File: config.mk
export PLATFORM = sky130hd
export DESIGN_NAME = pcie_dll_tx_replay
export DESIGN_NICKNAME = d
export VERILOG_FILES = /design/src/rtl/pcie_dll_tx_replay.sv
export SDC_FILE = /design/constraint.sdc
export NUM_CORES = 2
export LEC_CHECK = 0
export CAP_MARGIN = 10
export CELL_PAD_IN_SITES_DETAIL_PLACEMENT = 0
export CELL_PAD_IN_SITES_GLOBAL_PLACEMENT = 1
export CORE_MARGIN = 5
export CORE_UTILIZATION = 38
export CTS_CLUSTER_DIAMETER = 40
export DETAILED_ROUTE_END_ITERATION = 10
export GPL_TIMING_DRIVEN = 0
export PLACE_DENSITY_LB_ADDON = 0.1
export RECOVER_POWER = 50
export SLEW_MARGIN = 20
export SYNTH_ARGS = -nofsm -noshare
export SYNTH_HDL_FRONTEND = slang
export SYNTH_SLANG_ARGS = --single-unit
File: constraint.sdc
create_clock -name clk -period 31.8 [get_ports clk]
set_clock_uncertainty 0.1 [all_clocks]
set_input_delay 9.54 -clock clk [delete_from_list [all_inputs] [get_ports clk]]
set_output_delay 9.54 -clock clk [all_outputs]
set_load 0.1 [all_outputs]
File: src/rtl/pcie_dll_tx_replay.sv
// PCIe data-link-layer transmit side: sequence numbering, replay buffer,
// Ack/Nak purge, replay timer and retransmission state machine.
module pcie_dll_tx_replay #(
  parameter int unsigned TLP_W          = 224,
  parameter int unsigned DEPTH          = 8,
  parameter int unsigned REPLAY_TIMEOUT = 1024
) (
  input  logic                       clk,
  input  logic                       rst_n,
  input  logic                       tlp_valid_i,
  input  logic [TLP_W-1:0]           tlp_i,
  output logic                       tlp_ready_o,
  output logic                       tlp_valid_o,
  output logic [TLP_W+15:0]          tlp_o,
  input  logic                       tlp_ready_i,
  input  logic                       dllp_valid_i,
  input  logic                       dllp_is_nak_i,
  input  logic [11:0]                dllp_seq_i,
  input  logic                       tlp_blocking_i,
  output logic                       replay_active_o,
  output logic                       retrain_req_o,
  output logic [$clog2(DEPTH):0]     buf_count_o
);

  localparam int unsigned AW = $clog2(DEPTH);
  localparam int unsigned TW = $clog2(REPLAY_TIMEOUT + 1);
  localparam int unsigned EW = TLP_W + 12;

  typedef enum logic {NORMAL, REPLAY} state_t;

  state_t          state_q, state_d;
  logic [EW-1:0]   buf_mem [DEPTH];
  logic [11:0]     next_seq_q, ackd_seq_q;
  // Pointers carry one extra bit so an offset of exactly DEPTH is unambiguous.
  logic [AW:0]     wr_ptr_q, rd_ptr_q, rp_ptr_q, count_q;
  logic [TW-1:0]   timer_q;
  logic [1:0]      replay_num_q;
  logic            pending_q;

  logic            out_free, accept;
  logic [11:0]     n_full;
  logic            dllp_ok, purge_any, nak_pend, timeout;
  logic [AW:0]     purge_n, rd_ptr_d, count_d, rp_off, rp_eff;
  logic            replay_start, load_replay;

  assign out_free    = !tlp_valid_o || tlp_ready_i;
  assign tlp_ready_o = (state_q == NORMAL) && !pending_q && (count_q < (AW+1)'(DEPTH)) &&
                       !tlp_blocking_i && out_free;
  assign accept      = tlp_valid_i && tlp_ready_o;

  // DLLPs acknowledging more than is outstanding are dropped without effect.
  assign n_full    = dllp_seq_i - ackd_seq_q;
  assign dllp_ok   = dllp_valid_i && (n_full <= 12'(count_q));
  assign purge_n   = dllp_ok ? n_full[AW:0] : '0;
  assign purge_any = dllp_ok && (n_full != 12'd0);
  assign rd_ptr_d  = rd_ptr_q + purge_n;
  assign count_d   = count_q + (AW+1)'(accept) - purge_n;

  // A purge that overtakes the replay cursor drags the cursor along with it.
  assign rp_off = rp_ptr_q - rd_ptr_q;
  assign rp_eff = (purge_n > rp_off) ? rd_ptr_d : rp_ptr_q;

  assign nak_pend = dllp_ok && dllp_is_nak_i && (state_q == NORMAL) && (count_d != '0);
  assign timeout  = (state_q == NORMAL) && (timer_q == TW'(REPLAY_TIMEOUT)) && !purge_any;

  assign replay_active_o = (state_q == REPLAY);
  assign buf_count_o     = count_q;

  // FSM state register
  always_ff @(posedge clk or negedge rst_n) begin
    if (!rst_n) state_q <= NORMAL;
    else        state_q <= state_d;
  end

  // Next state plus replay start / replay fetch strobes
  always_comb begin
    state_d      = state_q;
    replay_start = 1'b0;
    load_replay  = 1'b0;
    case (state_q)
      NORMAL: begin
        if (pending_q && out_free) begin
          replay_start = 1'b1;
          state_d      = REPLAY;
        end
      end
      REPLAY: begin
        if (out_free) begin
          if (rp_eff != wr_ptr_q) load_replay = 1'b1;
          else                    state_d     = NORMAL;
        end
      end
    endcase
  end

  // Replay buffer storage; contents are meaningful only between rd_ptr and wr_ptr
  always_ff @(posedge clk) begin
    if (accept) buf_mem[wr_ptr_q[AW-1:0]] <= {next_seq_q, tlp_i};
  end

  // Output register: new TLPs have priority, replay entries fill otherwise
  always_ff @(posedge clk or negedge rst_n) begin
    if (!rst_n) begin
      tlp_valid_o <= 1'b0;
      tlp_o       <= '0;
    end else if (out_free) begin
      if (accept) begin
        tlp_valid_o <= 1'b1;
        tlp_o       <= {4'h0, next_seq_q, tlp_i};
      end else if (load_replay) begin
        tlp_valid_o <= 1'b1;
        tlp_o       <= {4'h0, buf_mem[rp_eff[AW-1:0]]};
      end else begin
        tlp_valid_o <= 1'b0;
      end
    end
  end

  // Sequence counters, buffer pointers and occupancy
  always_ff @(posedge clk or negedge rst_n) begin
    if (!rst_n) begin
      next_seq_q <= '0;
      ackd_seq_q <= 12'hFFF;
      wr_ptr_q   <= '0;
      rd_ptr_q   <= '0;
      rp_ptr_q   <= '0;
      count_q    <= '0;
    end else begin
      if (accept)  next_seq_q <= next_seq_q + 12'd1;
      if (dllp_ok) ackd_seq_q <= dllp_seq_i;
      wr_ptr_q <= wr_ptr_q + (AW+1)'(accept);
      rd_ptr_q <= rd_ptr_d;
      count_q  <= count_d;
      if (replay_start)           rp_ptr_q <= rd_ptr_d;
      else if (state_q == REPLAY) rp_ptr_q <= rp_eff + (AW+1)'(load_replay);
    end
  end

  // Replay timer and pending-replay flag
  always_ff @(posedge clk or negedge rst_n) begin
    if (!rst_n) begin
      timer_q   <= '0;
      pending_q <= 1'b0;
    end else begin
      if (replay_start || purge_any || (count_q == '0))
        timer_q <= '0;
      else if ((state_q == NORMAL) && (timer_q != TW'(REPLAY_TIMEOUT)))
        timer_q <= timer_q + 1'b1;
      if (replay_start)            pending_q <= 1'b0;
      else if (timeout || nak_pend) pending_q <= 1'b1;
    end
  end

  // Consecutive-replay counter and retrain pulse
  always_ff @(posedge clk or negedge rst_n) begin
    if (!rst_n) begin
      replay_num_q  <= '0;
      retrain_req_o <= 1'b0;
    end else begin
      retrain_req_o <= 1'b0;
      if (replay_start) begin
        retrain_req_o <= (replay_num_q == 2'd3);
        replay_num_q  <= (replay_num_q == 2'd3) ? 2'd0 : replay_num_q + 2'd1;
      end else if (purge_any && !dllp_is_nak_i) begin
        replay_num_q <= '0;
      end
    end
  end

endmodule

======== Word level (Yosys, flattened, before mapping) ========
Memories as Yosys holds them, arrays and structs flattened.
Cells that the tools add are included.
Widths: inputs -> output; s select.
storage, ports and cells
  flip-flop bits (word level) ............. 297
  bits in writable memories ............... 1888
  input bits .............................. 243
  output and inout bits ................... 248
  logic and storage cells ................. 90
  memories ................................ 1
operators by class
  add/sub/neg operators ................... 10
  magnitude comparators ................... 3
  equality and inequality tests ........... 4
  mux-type cells .......................... 25
  bitwise logic cells ..................... 1
  reductions and logical operators ........ 33
memory list
  memory   words  bits a word  read ports  clocked after memory_dff  wr ports  RTL line  RTL
  buf_mem  8      236          1           0                         1         32        logic [EW-1:0] buf_mem [DEPTH];
operators with widths
  kind                   number
  $mux 240               2
  $mux 11                2
  $mux 4                 4
  $logic_and 1x1->1      15
  $mux 1                 13
  $add 12x1->12 const B  1
  $add 4x1->4            3
  $le 12x4->1            1
  $reduce_bool 12->1     1
  $sub 12x12->12         1
  $add 11x1->11 const B  1
  $eq 11x11->1 const B   1
  $ne 11x11->1 const B   1
  $reduce_bool 2->1      5
  $sub 4x4->4            2
  $mux 2                 3
  $logic_not 1->1        5
  $add 4x4->4            1
  $gt 4x4->1             1
  $logic_not 4->1        1
  $logic_or 1x1->1       4
  $lt 4x4->1 const B     1
  $ne 4x4->1             1
  $reduce_bool 4->1      1
  other kinds (5)        5

======== Longest topological paths before layout ========
  word-level depth ........................ 13
  mapped depth ............................ 33
  mapped depth without buffers ............ 30

======== Worst setup path after synthesis ========
OpenSTA, ideal clock, no wires.
  path type ............................... in2reg
  start point ............................. input port tlp_ready_i
  end point ............................... memory buf_mem[2][0] (netlist bit), enable pin
  setup time .............................. 1.494 ns
  arrival time ............................ 36.717 ns
  required time ........................... 30.206 ns
  setup slack ............................. -6.512 ns
  cell stages on the path ................. 8
  buffers on the path ..................... 3
  cells stage by stage .................... nand2b_1 clkbuf_1 nand2_1 nor3_1 nand2_1 clkbuf_1 clkbuf_1 nor4b_1
on the way
  longest elaborated chain between the ends .. 5
RTL lines
  element                       RTL line  RTL
  start: declaration            15        input logic tlp_ready_i,
  $logic_or 1x1->1              46        assign out_free = !tlp_valid_o || tlp_ready_i;
  $logic_and 1x1->1             48        !tlp_blocking_i && out_free;
  via tlp_ready_o               12        output logic tlp_ready_o,
  $logic_and 1x1->1             49        assign accept = tlp_valid_i && tlp_ready_o;
  $mux 1                        98        if (accept) buf_mem[wr_ptr_q[AW-1:0]] <= {next_seq_q, tlp_i};
  $mux 1 (implied by the code)  98
  end: declaration              32
The timed path passes the listed nets, and every way through them passes these cells.

======== Worst setup path after layout ========
  start point ............................. input port tlp_ready_i
  end point ............................... output port tlp_ready_o
on the way
  longest elaborated chain between the ends .. 2
RTL lines
  element            RTL line
  $logic_or 1x1->1   46
  $logic_and 1x1->1  48
  end: declaration   12
Every way passes these cells.

==> reports/summary.json <==
{
  "status": {"value": "complete, but fails checks"},
  "violations": {"value": "max-capacitance violations, max-slew violations"},
  "layout.nets": {"value": 5773},
  "timing.setup.critical_path_class": {"value": "in2out"},
  "final_critical_path_share_of_the_clock_period": {"value": 0.683},
  "dpl.cell_count": {"value": 8114},
  "via_count_of_the_first_global_routing_pass": {"value": 49900},
  "floorplan.rows": {"value": 174},
  "via_count": {"value": 47600},
  "core-area": {"value": 225000, "unit": "sq um"},
  "htree_num_levels": {"value": 5},
  "critPathLaunchType": {"value": "primary input"},
  "final_antenna_net_count": {"value": 0},
  "synth_enable_flop_cells": {"value": 1888},
  "postLayoutCoreUtil": {"value": 0.486},
  "syn_to_final_growth": {"value": 27.5, "unit": "%"},
  "ys.warnings.count": {"value": 0},
  "post_drt_via_cell_ratio": {"value": 5.40},
  "worst_setup_timing_slack_at_the_placement_stage": {"value": 10.05, "unit": "ns"},
  "post_synth_num_cell_types": {"value": 63},
  "synthesis.area": {"value": 85700, "unit": "sq um"},
  "number_of_cts_inserted_buffers": {"value": 363},
  "chipWidth": {"value": 485, "unit": "um"},
  "critPathSlowestCell": {"value": "sky130_fd_sc_hd__clkdlybuf4s50_1"},
  "relative_slew_slack": {"value": -2.19},
  "synth_top_cell_by_area": {"value": "sky130_fd_sc_hd__edfxtp_1"},
  "clk_pin_slew": {"value": 0.04, "unit": "ns"},
  "yosysSeqAreaShare": {"value": 0.748},
  "critPathCaptureType": {"value": "primary output"},
  "num_clock_sinks": {"value": 2181},
  "hp-class": {"value": "reg2reg"},
  "number_of_antenna_violations_at_the_first_check_in_global_routing": {"value": 101},
  "report.final.slew_viol_count": {"value": 308},
  "drc_violation_count_after_routing": {"value": 0},
  "fp.dieH": {"value": 485, "unit": "um"},
  "firstDrtPassIters": {"value": 5},
  "synth_area_per_cell": {"value": 20.1, "unit": "sq um"},
  "wire_length_of_the_first_global_routing_pass": {"value": 360000, "unit": "um"},
  "detail_route.wl_per_cell": {"value": 28.1, "unit": "um"},
  "number_of_drc_markers_after_the_initial_detailed_route_iteration": {"value": 4070},
  "yosys_register_bits": {"value": 2181},
  "finalNonFillerCells": {"value": 8805},
  "cts_post_setup_buffers_inserted": {"value": 0},
  "clk_root_buffer_cell": {"value": "sky130_fd_sc_hd__clkbuf_16"},
  "cap_viol_max_count": {"value": 13},
  "boundaryPins": {"value": 491},
  "dieArea": {"value": 235000, "unit": "sq um"},
  "port-buffer-count": {"value": 486},
  "tritoncts": {"value": "done"},
  "powerDensity": {"value": 91.1, "unit": "nW/um^2"},
  "critical_path_peak_fanout": {"value": 7},
  "wl": {"value": 247000, "unit": "um"},
  "crit_arrival": {"value": 12.07, "unit": "ns"},
  "hpwl": {"value": 172000, "unit": "um"},
  "layout-drive-gt1-share": {"value": 0.270},
  "timing.critical_path.cells": {"value": "dlygate4sd3_1 -> nand2b_1 -> clkbuf_1 -> nand2_1 -> nor3_1 -> clkdlybuf4s50_1"},
  "finalSetupViolations": {"value": 0},
  "globalRouteOverflowTotal": {"value": 0},
  "rsz0062_at_grt": {"value": "false"},
  "grt_start_max_net_pins": {"value": 78},
  "gp_congestion": {"value": 0.721},
  "max_clock_freq": {"value": 46.1, "unit": "MHz"},
  "track_usage": {"value": 0.209},
  "worst-slew-pin-transition": {"value": 4.79, "unit": "ns"},
  "initial_core_utilization": {"value": 0.381},
  "final_hold_viol_count": {"value": 0},
  "clock_insertion_delay_worst_skew": {"value": 0.95, "unit": "ns"},
  "dominantRegCellSynth": {"value": "sky130_fd_sc_hd__edfxtp_1"},
  "peakVddDrop": {"value": 0.0941, "unit": "mV"},
  "cts_resized": {"value": 0},
  "netlist_instances": {"value": 4264},
  "synth_top_area_frac": {"value": 0.662},
  "ys_async_sr_fraction": {"value": 0.134},
  "final.min_clock_period": {"value": 21.71, "unit": "ns"},
  "worst-endpoint-required": {"value": 22.16, "unit": "ns"},
  "cts_hold_buffers": {"value": 0},
  "netlist_top_cells_area": {"value": "sky130_fd_sc_hd__edfxtp_1 (66%), sky130_fd_sc_hd__mux4_2 (12%), sky130_fd_sc_hd__dfrtp_1 (8.2%), sky130_fd_sc_hd__mux2i_1 (2.8%), sky130_fd_sc_hd__o2111ai_1 (2.4%)"},
  "ctsLongestPathBuffers": {"value": 4},
  "postLayoutSetupSlackWorst": {"value": 10.09, "unit": "ns"},
  "cp_slowest_stage_delay": {"value": 1.20, "unit": "ns"},
  "p_leak": {"value": 0.0368, "unit": "uW"}
}
## Yosys cell counts, drive strengths merged (8+ instances only)
cell type / number
o21ai: 26
nand4: 9
o211ai: 240
nand2: 281
inv: 40
buf: 90
xor2: 17
nor2: 37
dfstp: 12
clkbuf: 211
mux4: 472
ha: 39
xnor2: 25
nand3: 11
a21oi: 16
dfrtp: 281
edfxtp: 1888
mux2i: 241
a21o: 8
o2111ai: 236
## sequential cells by signal (all words and copies together), names as in the netlist, 4 cells and up
| signal | cells |
|---|---|
| buf_mem | 1888 |
| tlp_o | 236 |
| ackd_seq_q | 12 |
| next_seq_q | 12 |
| timer_q | 11 |
| buf_count_o | 4 |
| rd_ptr_q | 4 |
| rp_ptr_q | 4 |
| wr_ptr_q | 4 |
## metrics by stage
step	total power [uW]	TNS [ns]	hold slack, ns	cell area, sq um
4_1_cts	10100	0	0.409	109000
6_report	9950	0	0.404	109000
3_3_place_gp	6410	-	0.386	94300
3_5_place_dp	6270	0	0.400	97400
5_1_grt	10300	0	0.422	109000
2_1_floorplan	5440	-4160.16	0.377	85700
## cell type report
type,count,area (sq um)
Buffer,301,1420
Timing Repair Buffer,855,7800
Antenna cell,37,92.6
Multi-Input combinational cell,1744,20100
Clock inverter,222,2290
Inverter,41,154
Tap cell,2992,3740
Sequential cell,2181,64000
Fill cell,18900,115000
Clock buffer,432,9540
## critical path, delay by kind of cell
kind	cells	cell delay, ns
buffers and inverters	3	2.05
AND/OR/NAND/NOR	3	0.47
## path summary, 6_finish.rpt
path                       slack (ns)  depth (start not counted)           from       endpoint
setup / recovery                10.09                          6    tlp_ready_i    tlp_ready_o
hold / removal                   0.40                          2  ackd_seq_q[3]  ackd_seq_q[3]
setup reg to reg                22.21                         29  ackd_seq_q[1]      tlp_o[95]
hold reg to reg                  0.40                          2  ackd_seq_q[3]  ackd_seq_q[3]
max in group asynchronous       11.31                          4          rst_n     tlp_o[154]
min in group asynchronous        9.06                          1          rst_n      tlp_o[29]
## cells in the final DEF, fill, tap and decap left out, drive strengths merged, types with 101 or more instances in the layout
cell,instances
buf,455
mux4,472
dfrtp,281
edfxtp,1888
o211ai,240
mux2i,241
clkinv,101
dlygate4sd3,320
o2111ai,236
clkdlybuf4s50,155
nand2,281
clkbuf,658
## per-layer routing
layer / routed length [um] / vias to the layer above / share of wire / track usage
li1: - / 20400 / - / -
met1: 106000 / 25200 / 0.43 / 0.289
met2: 120000 / 1552 / 0.48 / 0.340
met3: 16400 / 398 / 0.066 / 0.0461
met4: 4890 / 38 / 0.020 / 0.0479
met5: 241 / - / 0.00097 / 0
## kinds of logic (layout without fill, tap and decap cells)
group / count (synthesis) / after routing / synth area share
fa+ha+maj: 43 / 43 / 0.00663
simple gates: 383 / 383 / 0.0188
buf+inv: 342 / 1851 / 0.0181
xor+xnor: 43 / 43 / 0.00456
mux: 717 / 717 / 0.153
flops: 2181 / 2181 / 0.748
compound gates: 554 / 554 / 0.0516
other cells: 1 / 41 / 0.0000438
## power breakdown
part / internal, uW / leakage, uW / switching (uW)
logic: 687 / 0.0105 / 1880
clock network: 2390 / 0.00570 / 1400
registers: 3400 / 0.0207 / 194
(Power assumes the default switching activity.)
